### config.mk
export PLATFORM = sky130hd
export DESIGN_NAME = fmc_sys_sequencer_flat
export DESIGN_NICKNAME = d
export VERILOG_FILES = /design/src/rtl/fmc_sys_pkg.sv /design/src/rtl/fmc_sys_sequencer_if.sv /design/src/rtl/fmc_req_fifo.sv /design/src/rtl/fmc_sys_sequencer.sv /design/src/flat_wrapper.sv
export SDC_FILE = /design/constraint.sdc
export NUM_CORES = 1
export LEC_CHECK = 0
export ABC_AREA = 1
export CAP_MARGIN = 25
export CORE_MARGIN = 1.5
export CORE_UTILIZATION = 55
export CTS_BUF_LIST = sky130_fd_sc_hd__clkbuf_4
export CTS_CLUSTER_DIAMETER = 100
export DETAILED_ROUTE_END_ITERATION = 16
export GPL_TIMING_DRIVEN = 0
export PLACE_DENSITY_LB_ADDON = 0.3
export SLEW_MARGIN = 20
export SYNTH_ARGS = -nofsm -noshare
export SYNTH_HDL_FRONTEND = slang
export SYNTH_HIERARCHICAL = 1
export SYNTH_SLANG_ARGS = --single-unit
export TNS_END_PERCENT = 20
### constraint.sdc
create_clock -name clk -period 3.1 [get_ports clk]
set_input_delay 0.62 -clock clk [delete_from_list [all_inputs] [get_ports clk]]
set_output_delay 0.62 -clock clk [all_outputs]
set_load 0.02 [all_outputs]
### src/rtl/fmc_sys_pkg.sv
// Shared types and constants for the FMC system-side request sequencer.
package fmc_sys_pkg;

  localparam int ADDR_WIDTH_DEF   = 16;
  localparam int DATA_WIDTH_DEF   = 32;
  localparam int FIFO_DEPTH_DEF   = 4;
  localparam int READ_LATENCY_DEF = 2;

  typedef enum logic [1:0] {
    ST_IDLE  = 2'd0,
    ST_ISSUE = 2'd1,
    ST_WAIT  = 2'd2,
    ST_RESP  = 2'd3
  } seq_state_e;

  // Request word layout: {wr, addr, wdata}
  function automatic int req_width(int aw, int dw);
    return 1 + aw + dw;
  endfunction

  function automatic int wr_bit(int aw, int dw);
    return aw + dw;
  endfunction

  function automatic int addr_lsb(int dw);
    return dw;
  endfunction

endpackage

### src/rtl/fmc_sys_sequencer_if.sv
// Request, system bus and response signals of the sequencer, grouped as one bundle.
interface fmc_sys_sequencer_if
  import fmc_sys_pkg::*;
#(
  parameter int ADDR_WIDTH = ADDR_WIDTH_DEF,
  parameter int DATA_WIDTH = DATA_WIDTH_DEF
);
  logic                         req_valid;
  logic [ADDR_WIDTH+DATA_WIDTH:0] req_data;
  logic [ADDR_WIDTH-1:0]        sys_addr;
  logic                         sys_wr;
  logic                         sys_rd;
  logic [DATA_WIDTH-1:0]        sys_wr_data;
  logic [DATA_WIDTH-1:0]        sys_rd_data;
  logic                         rsp_req;
  logic [DATA_WIDTH-1:0]        rsp_data;
  logic                         busy;
  logic                         overflow;

  modport master (
    input  req_valid, req_data, sys_rd_data,
    output sys_addr, sys_wr, sys_rd, sys_wr_data, rsp_req, rsp_data, busy, overflow
  );

  modport slave (
    output req_valid, req_data, sys_rd_data,
    input  sys_addr, sys_wr, sys_rd, sys_wr_data, rsp_req, rsp_data, busy, overflow
  );
endinterface

### src/rtl/fmc_req_fifo.sv
// Synchronous request FIFO with explicit occupancy count; a push into a full FIFO
// is accepted only when a pop happens in the same cycle.
module fmc_req_fifo
  import fmc_sys_pkg::*;
#(
  parameter int WIDTH = 8,
  parameter int DEPTH = FIFO_DEPTH_DEF,
  localparam int PTR_W = $clog2(DEPTH),
  localparam int CNT_W = $clog2(DEPTH) + 1
) (
  input  logic             clk,
  input  logic             reset_n,
  input  logic             push_i,
  input  logic             pop_i,
  input  logic [WIDTH-1:0] wdata_i,
  output logic [WIDTH-1:0] rdata_o,
  output logic             full_o,
  output logic             empty_o,
  output logic [CNT_W-1:0] count_o
);

  logic [WIDTH-1:0] mem_q [DEPTH];
  logic [PTR_W-1:0] wr_ptr_q;
  logic [PTR_W-1:0] rd_ptr_q;
  logic [CNT_W-1:0] count_q;
  logic             do_push_s;
  logic             do_pop_s;

  assign do_pop_s  = pop_i && !empty_o;
  assign do_push_s = push_i && (!full_o || do_pop_s);

  assign rdata_o = mem_q[rd_ptr_q];
  assign full_o  = (count_q == CNT_W'(DEPTH));
  assign empty_o = (count_q == {CNT_W{1'b0}});
  assign count_o = count_q;

  // Storage, pointers and occupancy
  always_ff @(posedge clk or negedge reset_n) begin
    if (!reset_n) begin
      for (int i = 0; i < DEPTH; i++) begin
        mem_q[i] <= {WIDTH{1'b0}};
      end
      wr_ptr_q <= {PTR_W{1'b0}};
      rd_ptr_q <= {PTR_W{1'b0}};
      count_q  <= {CNT_W{1'b0}};
    end else begin
      if (do_push_s) begin
        mem_q[wr_ptr_q] <= wdata_i;
        wr_ptr_q        <= wr_ptr_q + PTR_W'(1);
      end
      if (do_pop_s) begin
        rd_ptr_q <= rd_ptr_q + PTR_W'(1);
      end
      case ({do_push_s, do_pop_s})
        2'b10:   count_q <= count_q + CNT_W'(1);
        2'b01:   count_q <= count_q - CNT_W'(1);
        default: count_q <= count_q;
      endcase
    end
  end

endmodule

### src/rtl/fmc_sys_sequencer.sv
// Replays buffered CDC request pulses as single-cycle system bus strobes and
// returns read data as a one-cycle response pulse.
module fmc_sys_sequencer
  import fmc_sys_pkg::*;
#(
  parameter int ADDR_WIDTH   = ADDR_WIDTH_DEF,
  parameter int DATA_WIDTH   = DATA_WIDTH_DEF,
  parameter int FIFO_DEPTH   = FIFO_DEPTH_DEF,
  parameter int READ_LATENCY = READ_LATENCY_DEF
) (
  input  logic clk,
  input  logic reset_n,
  fmc_sys_sequencer_if.master bus
);

  localparam int REQ_W    = req_width(ADDR_WIDTH, DATA_WIDTH);
  localparam int WR_POS   = wr_bit(ADDR_WIDTH, DATA_WIDTH);
  localparam int ADDR_LSB = addr_lsb(DATA_WIDTH);
  localparam int LAT_W    = $clog2(READ_LATENCY) + 1;
  localparam int CNT_W    = $clog2(FIFO_DEPTH) + 1;

  seq_state_e            state_q, state_d;
  logic [ADDR_WIDTH-1:0] addr_q, addr_d;
  logic [DATA_WIDTH-1:0] wdata_q, wdata_d;
  logic                  wr_q, wr_d;
  logic                  rd_q, rd_d;
  logic                  rsp_req_q, rsp_req_d;
  logic [DATA_WIDTH-1:0] rsp_data_q, rsp_data_d;
  logic [LAT_W-1:0]      lat_q, lat_d;
  logic                  overflow_q, overflow_d;

  logic                  pop_s;
  logic [REQ_W-1:0]      head_s;
  logic                  full_s;
  logic                  empty_s;
  logic [CNT_W-1:0]      count_s;

  fmc_req_fifo #(
    .WIDTH (REQ_W),
    .DEPTH (FIFO_DEPTH)
  ) u_fifo (
    .clk     (clk),
    .reset_n (reset_n),
    .push_i  (bus.req_valid),
    .pop_i   (pop_s),
    .wdata_i (bus.req_data),
    .rdata_o (head_s),
    .full_o  (full_s),
    .empty_o (empty_s),
    .count_o (count_s)
  );

  // A request is lost only when the FIFO is full and nothing leaves it this cycle
  assign overflow_d = overflow_q | (bus.req_valid & full_s & ~pop_s);

  // Next-state and next-output decode
  always_comb begin
    state_d    = state_q;
    addr_d     = addr_q;
    wdata_d    = wdata_q;
    wr_d       = 1'b0;
    rd_d       = 1'b0;
    rsp_req_d  = 1'b0;
    rsp_data_d = rsp_data_q;
    lat_d      = lat_q;
    pop_s      = 1'b0;
    case (state_q)
      ST_IDLE: begin
        if (!empty_s) begin
          pop_s   = 1'b1;
          addr_d  = head_s[ADDR_LSB +: ADDR_WIDTH];
          wdata_d = head_s[DATA_WIDTH-1:0];
          wr_d    = head_s[WR_POS];
          rd_d    = ~head_s[WR_POS];
          state_d = ST_ISSUE;
        end else begin
          state_d = ST_IDLE;
        end
      end
      ST_ISSUE: begin
        if (wr_q) begin
          state_d = ST_IDLE;
        end else begin
          lat_d   = LAT_W'(READ_LATENCY - 1);
          state_d = ST_WAIT;
        end
      end
      ST_WAIT: begin
        if (lat_q == {LAT_W{1'b0}}) begin
          rsp_data_d = bus.sys_rd_data;
          rsp_req_d  = 1'b1;
          state_d    = ST_RESP;
        end else begin
          lat_d = lat_q - LAT_W'(1);
        end
      end
      ST_RESP: begin
        state_d = ST_IDLE;
      end
      default: begin
        state_d = ST_IDLE;
      end
    endcase
  end

  // State and registered outputs
  always_ff @(posedge clk or negedge reset_n) begin
    if (!reset_n) begin
      state_q    <= ST_IDLE;
      addr_q     <= {ADDR_WIDTH{1'b0}};
      wdata_q    <= {DATA_WIDTH{1'b0}};
      wr_q       <= 1'b0;
      rd_q       <= 1'b0;
      rsp_req_q  <= 1'b0;
      rsp_data_q <= {DATA_WIDTH{1'b0}};
      lat_q      <= {LAT_W{1'b0}};
      overflow_q <= 1'b0;
    end else begin
      state_q    <= state_d;
      addr_q     <= addr_d;
      wdata_q    <= wdata_d;
      wr_q       <= wr_d;
      rd_q       <= rd_d;
      rsp_req_q  <= rsp_req_d;
      rsp_data_q <= rsp_data_d;
      lat_q      <= lat_d;
      overflow_q <= overflow_d;
    end
  end

  assign bus.sys_addr    = addr_q;
  assign bus.sys_wr_data = wdata_q;
  assign bus.sys_wr      = wr_q;
  assign bus.sys_rd      = rd_q;
  assign bus.rsp_req     = rsp_req_q;
  assign bus.rsp_data    = rsp_data_q;
  assign bus.overflow    = overflow_q;
  assign bus.busy        = (state_q != ST_IDLE) || (count_s != {CNT_W{1'b0}});

endmodule

### src/flat_wrapper.sv
// flat-port wrapper written by rule: the top's interface ports become plain ports
module fmc_sys_sequencer_flat import fmc_sys_pkg::*;
#(
  parameter int ADDR_WIDTH   = ADDR_WIDTH_DEF,
  parameter int DATA_WIDTH   = DATA_WIDTH_DEF,
  parameter int FIFO_DEPTH   = FIFO_DEPTH_DEF,
  parameter int READ_LATENCY = READ_LATENCY_DEF
)
  (clk, reset_n, bus_req_valid, bus_req_data, bus_sys_rd_data, bus_sys_addr, bus_sys_wr, bus_sys_rd, bus_sys_wr_data, bus_rsp_req, bus_rsp_data, bus_busy, bus_overflow);
  fmc_sys_sequencer_if #(.ADDR_WIDTH(ADDR_WIDTH), .DATA_WIDTH(DATA_WIDTH)) bus_i ();
  input  logic clk;
  input  logic reset_n;
  input wire logic [$bits(bus_i.req_valid)-1:0] bus_req_valid;
  input wire logic [$bits(bus_i.req_data)-1:0] bus_req_data;
  input wire logic [$bits(bus_i.sys_rd_data)-1:0] bus_sys_rd_data;
  output wire logic [$bits(bus_i.sys_addr)-1:0] bus_sys_addr;
  output wire logic [$bits(bus_i.sys_wr)-1:0] bus_sys_wr;
  output wire logic [$bits(bus_i.sys_rd)-1:0] bus_sys_rd;
  output wire logic [$bits(bus_i.sys_wr_data)-1:0] bus_sys_wr_data;
  output wire logic [$bits(bus_i.rsp_req)-1:0] bus_rsp_req;
  output wire logic [$bits(bus_i.rsp_data)-1:0] bus_rsp_data;
  output wire logic [$bits(bus_i.busy)-1:0] bus_busy;
  output wire logic [$bits(bus_i.overflow)-1:0] bus_overflow;
  assign bus_i.req_valid = bus_req_valid;
  assign bus_i.req_data = bus_req_data;
  assign bus_i.sys_rd_data = bus_sys_rd_data;
  assign bus_sys_addr = bus_i.sys_addr;
  assign bus_sys_wr = bus_i.sys_wr;
  assign bus_sys_rd = bus_i.sys_rd;
  assign bus_sys_wr_data = bus_i.sys_wr_data;
  assign bus_rsp_req = bus_i.rsp_req;
  assign bus_rsp_data = bus_i.rsp_data;
  assign bus_busy = bus_i.busy;
  assign bus_overflow = bus_i.overflow;
  fmc_sys_sequencer #(.ADDR_WIDTH(ADDR_WIDTH), .DATA_WIDTH(DATA_WIDTH), .FIFO_DEPTH(FIFO_DEPTH), .READ_LATENCY(READ_LATENCY)) u_core (.clk(clk), .reset_n(reset_n), .bus(bus_i));
endmodule
==> results of run 1 <==
==> worst paths after layout <==
path                       slack (ps)                       end
max                               200  u_core/u_fifo/count_o[2]
min                               430   u_core/bus.rsp_data[10]
max reg2reg                       200  u_core/u_fifo/count_o[2]
min reg2reg                       470   u_core/u_fifo/mem_q[60]
max in group asynchronous        1570   u_core/u_fifo/mem_q[84]
min in group clk                  450    u_core/bus.rsp_data[1]
==> worst register-to-register path: stages (launching register included) <==
cell and delay [ps]:
dfrtp_1 440, nor2_2 160, nand2_1 80, inv_1 60
inv_1 50, nand2_4 140, inv_4 80, buf_6 160
inv_1 70, nand3_2 130, buf_6 190, buf_6 150
nand2_1 120, ha_1 190, inv_1 60, fa_1 370
nand2_1 80, nand3b_1 90, xor2_1 150
==> where the power goes <==
part / switching [mW] / total [mW] / leakage, nW / internal (mW)
clock network: 1.55 / 3.36 / 0.573 / 1.81
registers: 0.964 / 6.53 / 3.65 / 5.57
logic: 5.64 / 8.86 / 4.08 / 3.22
==> synth_stat cells <==
cell	instances	area (um2)
buf_1	18	67.6
buf_12	3	60.1
buf_2	50	250
buf_4	10	75.1
buf_6	19	214
clkbuf_1	35	131
dfrtp_1	291	7280
fa_1	1	20.0
ha_1	6	75.1
inv_1	19	71.3
inv_2	2	7.51
inv_4	1	6.26
inv_6	1	8.76
nand2_1	622	2330
nand2_2	29	181
nand2_4	2	22.5
nand3_1	10	50.1
nand3_2	1	10.0
nand3b_1	1	7.51
nand4_1	197	1230
nor2_1	100	375
nor2_2	2	12.5
nor2_4	1	11.3
nor3_1	2	10.0
o21ai_0	100	500
o21ai_1	1	5.00
o21bai_1	1	7.51
o22ai_1	49	307
xnor2_1	2	17.5
xor2_1	2	17.5
==> kinds of logic after synthesis <==
family / share of synthesized area
xor+xnor: 0.00262
compound gates: 0.0613
simple gates: 0.318
buf+inv: 0.0667
flops: 0.545
fa+ha+maj: 0.00711
==> sequential cells by signal, indices dropped and copies added, names as in the netlist, 2 cells and up, named ones only <==
register and flops:
u_core/u_fifo/rd_ptr_q 2, u_core/bus.rsp_data 32, u_core/u_fifo/count_o 3, u_core/bus.sys_addr 16, u_core/bus.sys_wr_data 32, u_core/u_fifo/mem_q 196
u_core/lat_q 2, u_core/u_fifo/wr_ptr_q 2
==> per-layer routing <==
layer	vias up	share of wire	wire length (um)	track usage
li1	5805	-	-	-
met1	6080	0.40	16000	0.425
met2	807	0.47	18700	0.496
met3	127	0.10	4020	0.0752
met4	0	0.033	1340	0.147
met5	-	0	0	0
==> through the flow <==
| step | power (mW) | area (um2) | util | instances |
|---|---|---|---|---|
| 2_1_floorplan | 12.0 | 13400 | - | 1578 |
| 3_3_place_gp | 14.9 | 15500 | 0.652 | 2065 |
| 3_5_place_dp | 15.2 | 15500 | 0.656 | 2068 |
| 4_1_cts | 18.6 | 16500 | 0.697 | 2195 |
| 5_1_grt | 20.0 | 16500 | 0.697 | 2197 |
| 6_report | 18.8 | 16500 | 0.697 | 2197 |
==> cell type report <==
cell class / instances / share of cell area
Sequential cell: 291 / 0.441
Inverter: 23 / 0.00569
Buffer: 135 / 0.0484
Clock inverter: 14 / 0.00644
Antenna cell: 2 / 0.000303
Tap cell: 319 / 0.0242
Timing Repair Buffer: 172 / 0.108
Clock buffer: 112 / 0.0510
Multi-Input combinational cell: 1129 / 0.315
==> repair_timing <==
| action | CTS | global route |
|---|---|---|
| hold buffers | 1 | 0 |
| buffers inserted | 0 | 0 |
| endpoints found under the hold margin | 53 | 0 |
==> run metrics, run 1 <==
vias per std cell around 6; CP Buf/Inv Count 8; Core Footprint around 24000 um2; Critical-path top delay cell dfrtp_1; Setup violations, final 0; #FFs+latches synth 291; DP HPWL around 26 mm; WL final around 40 mm; crit-path max cell delay roughly 440 ps; DRC 0; DRT Pass-1 Iters 6; RSZ-0062 raised after global routing false; CTS buffer count 76; area of the multi-input gates between 5000 and 6000 um2; TritonCTS clock tree yes; Die Wd between 150 and 200 um; Worst Hold Slack between 400 and 500 ps; static leakage 8.30 nW; Max Slew Vio Count 0; first-pass GRT wire length between 60 and 70 mm; layout cells sized above 1 0.130; total of warnings raised by yosys 6; clock tree sinks 291; fillcell total ~1900; syn nets 1669; f_max between 300 and 400 MHz; Clock Skew approximately 35 ps; Die Y approximately 160 um; leading cell type in the layout, fill and taps excluded nand2_1; Critical Path, Cell by Cell nor2_2 -> nand2_1 -> inv_1 -> inv_1 -> nand2_4 -> inv_4 -> buf_6 -> inv_1 -> nand3_2 -> buf_6 -> buf_6 -> nand2_1 -> ha_1 -> inv_1 -> fa_1 -> nand2_1 -> nand3b_1 -> xor2_1; HP Class primary input to async pin; status complete, no violations; CTS root buf clkbuf_4; Levels on crit path 18; Reg2Reg Depth 18; cell count after synthesis between 1500 and 2000; NumNets Final 1919; GRT overflow 0; Avg Cell Area, Syn about 8.5 um2; clock-pin slew on the worst setup and hold paths approximately 60 ps; post-synthesis sequential area ratio 0.545; wire per inst roughly 18 um; starting density of the core 0.565; CP required roughly 3700 ps; antenna violations before repair 2; Max-Cap Viols 0; Boundary Pins between 150 and 200; PD cells 1140 nW/um2; Final Hold Fails 0; library cells used by synthesis 30; most frequent CP cell inv_1; period utilisation layout 0.934; Worst Max-Slew Pin Slew between 600 and 700 ps; Worst EP arrival approximately 3500 ps; GR Util All Layers 0.318; CTS resizes 0; VDD IR max a little over 0.5 mV; port bufs approximately 170; vias in the first global route 12600; clk_lat worst skew roughly 700 ps; CTS H-tree lvls 3; dpl ws around 240 ps; via count between 10000 and 15000; setup TNS 0 ps; # rows 56; cell family with most CP delay buffers and inverters; Crit Path Category register to register; CTS max path bufs 3; largest net degree at the start of global routing 99; worst setup margin approximately 200 ps; CP endpoint kind register; Startpoint Class register; commonest non-fill, non-tap cells in the layout nand2_1 (622), dfrtp_1 (291), nand4_1 (197); Synth-to-Final Area Change 23.4%; crit path max fanout 11; number of DRC markers in iteration 0 roughly 1500; total area of sequential cells 7280 um2; Final min period between 2000 and 3000 ps; die area approximately 25000 um2; Slew HR 0.566; Post-DRT Antenna Nets 0; Reg2Reg Launch Point u_core/u_fifo/count_o[1]; gpl congestion ~0.87; Mapped Area around 13000 um2; worst setup path startpoint u_core/u_fifo/count_o[1]
(Power assumes the default switching activity.)
==> run 2: changes to the inputs <==
- CELL_PAD_IN_SITES_DETAIL_PLACEMENT: default -> 1
- CELL_PAD_IN_SITES_GLOBAL_PLACEMENT: default -> 1
- CORE_UTILIZATION: 55 -> 43
==> run 2 against run 1 <==
Via count down 0.46%; final area up 1.0%; combinational power up 3.5%; hold slack better by 15 ps; clock skew up 12 ps; clock power up 4%; sequential share of layout area down 0.44 points; critical endpoint is now u_core/u_fifo/count_o[1]; largest cell class unchanged.
==> run metrics, run 2 (synthesis gave the netlist of run 1 again) <==
Die Wd 179 um (+13%); Critical-path top delay cell dfrtp_1; Die Y 179 um (+13%); CP endpoint kind register; Reg2Reg Depth 13 (-5); period utilisation layout 0.956 (+0.0220); VDD IR max 0.454 mV (-11%); CTS H-tree lvls 3 (unchanged); static leakage 8.34 nW (+0.45%); first-pass GRT wire length 72.3 mm (+12%); GRT overflow 0 (unchanged); CTS root buf clkbuf_4; max FFs per register 196 (unchanged); GR Util All Layers 0.291 (-0.0275); Setup violations, final 0 (unchanged); CTS buffer count 80 (+5.3%); vias per std cell 5.59 (-4.2%); Max Slew Vio Count 0 (unchanged); WL final 45.8 mm (+14%); f_max 337 MHz (-2.3%); starting density of the core 0.437 (-0.127); DRC 0 (unchanged); gpl congestion 0.842 (-3.4%); Comb power frac 0.477 (+0.004); DP HPWL 30.4 mm (+16%); non-filler instance count after layout 2283 (+3.9%); Final min period 2960 ps (+68.1 ps); largest net degree at the start of global routing 93 (-6.1%); Biggest register u_core/u_fifo/mem_q; leading cell type in the layout, fill and taps excluded nand2_1; DRT Pass-1 Iters 5 (-1); HP Class primary input to async pin; Worst EP arrival 3560 ps (+90 ps); Synth-to-Final Area Change 24.7%; Slew HR 0.539 (-0.0268); Net Sw Power 8.52 mW (+4.5%); CTS max path bufs 3 (unchanged); Clock Skew 47.4 ps (+12.2 ps); FF-to-FF setup slack 140 ps (-70 ps); most frequent CP cell buf_6; die area 32200 um2 (+27%); Crit Path Category register to register; wire per inst 20.1 um (+10%); via count 12800 (-0.46%); TritonCTS clock tree yes; CP Buf/Inv Count 6 (-2); layout cells sized above 1 0.133 (+0.00363); Boundary Pins 169 (unchanged); Post-DRT Antenna Nets 0 (unchanged); cell family with most CP delay buffers and inverters; clk_lat worst skew 710 ps (about the same); status complete, no violations; Critical Path, Cell by Cell nor2_2 -> nand2_4 -> inv_4 -> buf_6 -> inv_1 -> nand3_2 -> buf_6 -> buf_6 -> nand2_1 -> ha_1 -> inv_1 -> fa_1 -> o21ai_0; crit path max fanout 11 (unchanged); number of DRC markers in iteration 0 842 (-45%); clock-pin slew on the worst setup and hold paths 60 ps (about the same); port bufs 168 (unchanged); vias in the first global route 13300 (+6.2%); # rows 64 (+14%); placed cell count 2145 (+3.7%); Worst Max-Slew Pin Slew 691 ps (+40.3 ps); Final Hold Fails 0 (unchanged); CP required 3700 ps (+20 ps); Reg2Reg Launch Point u_core/state_q[0]; commonest non-fill, non-tap cells in the layout nand2_1 (622), dfrtp_1 (291), nand4_1 (197); Int Pwr 10.7 mW (+0.92%); CTS resizes 0 (unchanged); placed cell area 15600 um2 (+0.62%); RSZ-0062 raised after global routing false; power share of the clock group 0.182 (+0.003); Layout Utilization 0.545 (-0.152); Max-Cap Viols 0 (unchanged); Startpoint Class register; Core Footprint 30600 um2 (+29%); Reg power frac 0.341 (-0.007); Levels on crit path 13 (-5); PD cells 1150 nW/um2 (+1.5%); antenna violations before repair 1 (-1); clock tree sinks 291 (unchanged); fin area 16700 um2 (+1.0%); crit-path max cell delay 450 ps (about the same); NumNets Final 1925 (+0.31%); worst r2r dst u_core/u_fifo/count_o[1]; Sw Ratio 0.443 (+0.00864)
==> run 2: routing by layer <==
layer / global-route usage / routed length, um / vias to the layer above / share of wire
li1: - / - / 5827 / -
met1: 0.384 / 19700 / 6369 / 0.43
met2: 0.480 / 22200 / 475 / 0.48
met3: 0.0422 / 2600 / 89 / 0.057
met4: 0.123 / 1280 / 0 / 0.028
met5: 0 / 0 / - / 0
==> run 2: how the worst max path moves through the flow <==
stage / start / endpoint
2_1_floorplan: u_core/u_fifo/count_o[1] / u_core/u_fifo/count_o[2]
6_report: u_core/state_q[0] / u_core/u_fifo/count_o[1]
5_1_grt: u_core/u_fifo/count_o[1] / u_core/u_fifo/count_o[2]
3_3_place_gp: reset_n / u_core/bus.sys_addr[3]
4_1_cts: u_core/state_q[0] / u_core/u_fifo/count_o[1]
3_5_place_dp: u_core/u_fifo/count_o[1] / u_core/u_fifo/count_o[2]
==> run 2: repair_timing <==
action                     CTS  global route
hold buffers                 1             0
buffers inserted             0             2
hold endpoints to repair    62             0
setup endpoints to repair    0             2
==> run 2: through the flow <==
stage	power (mW)	hold WS (ps)	TNS [ps]	setup WS, ps
after detailed placement	15.6	453	0	84.3
after CTS	19.2	402	0	27.4
final	19.2	445	0	136
after floorplan	12.0	324	0	602
after global placement	15.2	448	-3389960	-11670
after global routing	20.6	441	0	1.93
==> run 2: layout make-up <==
type,count,area [um2]
fillers,3735,13900
flip-flops and latches,291,7280
multi-input cells,1129,5200
repair buffers,174,1790
clock buffers,116,871
plain buffers,135,798
well taps,396,495
clock inverters,17,133
inverters,23,93.8
diodes,2,5.00
==> run 2: power groups by stage <==
stage          logic (mW)  registers (mW)  clock network (mW)
3_5_place_dp         9.04            6.57                   0
4_1_cts              9.13            6.54                3.58
5_1_grt              10.1            6.73                3.78
3_3_place_gp         8.68            6.50                   0
2_1_floorplan        5.01            6.96                   0
6_report             9.17            6.56                3.49
==> run 2: worst register-to-register path: cells and delay by family (launching register included) <==
kind                       cells  cell delay, ps
AOI/OAI and AO/OA              1             230
DFF                            1             450
buffers and inverters          6             870
adders and majority gates      2             660
and+or+nand+nor                4             660
==> run 3: changes to the inputs <==
- RECOVER_POWER: default -> 100
- REMOVE_ABC_BUFFERS: default -> 1
==> run 3 against run 2 <==
The run now ends with capacitance limit, slew limit left; clock skew is 2.8 ps lower; first-iteration DRC count is 2.6% higher; setup slack worse by 41 ps; utilization is 0.61 points lower.
==> run metrics, run 3 (synthesis gave the netlist of run 1 again) <==
f_max 333 MHz (-1.4%); CTS buffer count 79 (-1.3%); HP Class primary input to register; static leakage 8.26 nW (-0.87%); total area of sequential cells 7290 um2 (about the same); port bufs 168 (unchanged); GR Util All Layers 0.283 (-0.00756); area of the multi-input gates 5370 um2 (+3.3%); Biggest register u_core/u_fifo/mem_q; starting density of the core 0.437 (unchanged); fillcell total 3669 (-1.8%); Layout Utilization 0.539 (-0.00614); NumNets Final 1817 (-5.6%); period utilisation layout 0.969 (+0.0132); Max Slew Vio Count 88 (+88); commonest non-fill, non-tap cells in the layout nand2_1 (623), dfrtp_1 (287), nand4_1 (197); DRC 0 (unchanged); failing checks capacitance limit, slew limit; Post-DRT Antenna Nets 0 (unchanged); Max-Cap Viols 2 (+2); GRT overflow 0 (unchanged); largest net degree at the start of global routing 106 (+14%); clock tree sinks 291 (unchanged); layout cells sized above 1 0.125 (-0.00830); DP HPWL 23.7 mm (-22%); FF-to-FF setup slack 100 ps (-40 ps); max FFs per register 196 (unchanged); Boundary Pins 169 (unchanged); CP endpoint kind register; Worst Hold Slack 455 ps (+10.6 ps); CP required 3710 ps (about the same); via count 12200 (-4.2%); DRT Pass-1 Iters 5 (unchanged); Final min period 3000 ps (+41.1 ps); die area 32200 um2 (unchanged); Worst Max-Slew Pin Slew 1750 ps (+1060 ps); Synth-to-Final Area Change 23.3%; number of DRC markers in iteration 0 864 (+2.6%); Worst EP arrival 3620 ps (+60 ps); clk_lat worst skew 710 ps (about the same); WL final 44.3 mm (-3.3%); Clock Skew 44.6 ps (-2.80 ps); Core Footprint 30600 um2 (unchanged); vias in the first global route 13000 (-2.8%); antenna violations before repair 3 (+2); CTS H-tree lvls 3 (unchanged); CTS max path bufs 3 (unchanged); Final Hold Fails 0 (unchanged); leading cell type in the layout, fill and taps excluded nand2_1; Startpoint Class register; status finished with violations; Crit Path Category register to register; TritonCTS clock tree yes; vias per std cell 5.60 (+0.15%); clock-pin slew on the worst setup and hold paths 70 ps (about the same); PD cells 1160 nW/um2 (+0.69%); Die Y 179 um (unchanged); wire per inst 20.3 um (+1.1%); crit path max fanout 51 (+40); first-pass GRT wire length 70.5 mm (-2.5%); VDD IR max 0.618 mV (+36%); # rows 64 (unchanged); CTS root buf clkbuf_4; Slew HR -0.166 (-0.706); gpl congestion 0.711 (-16%); Die Wd 179 um (unchanged); Setup violations, final 0 (unchanged)
run 3: worst max-delay path, cell delays in order (launching register included):
cell	delay [ps]
dfrtp_2	480
inv_1	130
nand2_1	90
inv_1	110
clkinvlp_4	150
nand2_8	140
inv_16	130
clkinvlp_4	130
nand3_4	90
buf_12	180
nand2_2	120
ha_2	220
inv_1	70
fa_1	400
inv_1	110
nand2_1	80
nand3b_1	100
xor2_1	150
run 3: final cells by class:
cell class / count / area share
inverter: 23 / 0.00668
timing repair buffer: 197 / 0.129
clock inverter: 9 / 0.00569
sequential: 291 / 0.442
tap: 396 / 0.0301
multi-input combinational: 1134 / 0.326
antenna: 3 / 0.000455
clock buffer: 132 / 0.0601
run 3: report_power, final:
part           total [mW]  internal (mW)  switching, mW  leakage [nW]
clock network        3.72           2.07           1.65         0.646
registers            6.67           5.57           1.09          3.64
logic                8.75           3.00           5.74          3.98
total                19.1           10.6           8.49          8.26
run 3: metrics by stage:
stage | power [mW] | setup TNS (ps) | cell area, um2 | cells | setup WS [ps]
after floorplan | 11.3 | -472290 | 12600 | 1443 | -2360
after global routing | 20.6 | -8.79 | 16500 | 2183 | -4.67
after global placement | 14.5 | -5246190 | 14800 | 2007 | -11860
after detailed placement | 15.3 | -168110 | 15300 | 2027 | -1040
after CTS | 19.5 | 0 | 16600 | 2179 | 28.2
final | 19.1 | 0 | 16500 | 2185 | 95.3
run 3: repair_timing:
| item | 4_1_cts | 5_1_grt |
|---|---|---|
| hold endpoints to repair | 59 | 0 |
| pin swaps | 3 | 1 |
| endpoints found under the setup margin | 201 | 34 |
| resized for setup | 10 | 3 |
| hold buffers | 1 | 0 |
| gates cloned | 6 | 0 |
| buffers inserted | 4 | 3 |
run 3: metal layers:
layer | vias up | track usage | part of all wire
met5 | - | 0 | 0
met4 | 0 | 0.114 | 0.026
met3 | 84 | 0.0589 | 0.070
met2 | 422 | 0.464 | 0.48
met1 | 6105 | 0.367 | 0.42
li1 | 5619 | - | -
run 3: path summary, 6_finish.rpt:
| kind | start | to | depth (start not counted) |
|---|---|---|---|
| max in group asynchronous | reset_n | u_core/bus.sys_addr[1] | 3 |
| min reg2reg | u_core/u_fifo/mem_q[111] | u_core/u_fifo/mem_q[111] | 2 |
| max reg2reg | u_core/u_fifo/count_o[2] | u_core/u_fifo/count_o[2] | 17 |
| min | bus_req_valid | u_core/u_fifo/mem_q[185] | 3 |
| min in group asynchronous | reset_n | u_core/u_fifo/mem_q[32] | 2 |
| max | u_core/u_fifo/count_o[2] | u_core/u_fifo/count_o[2] | 17 |
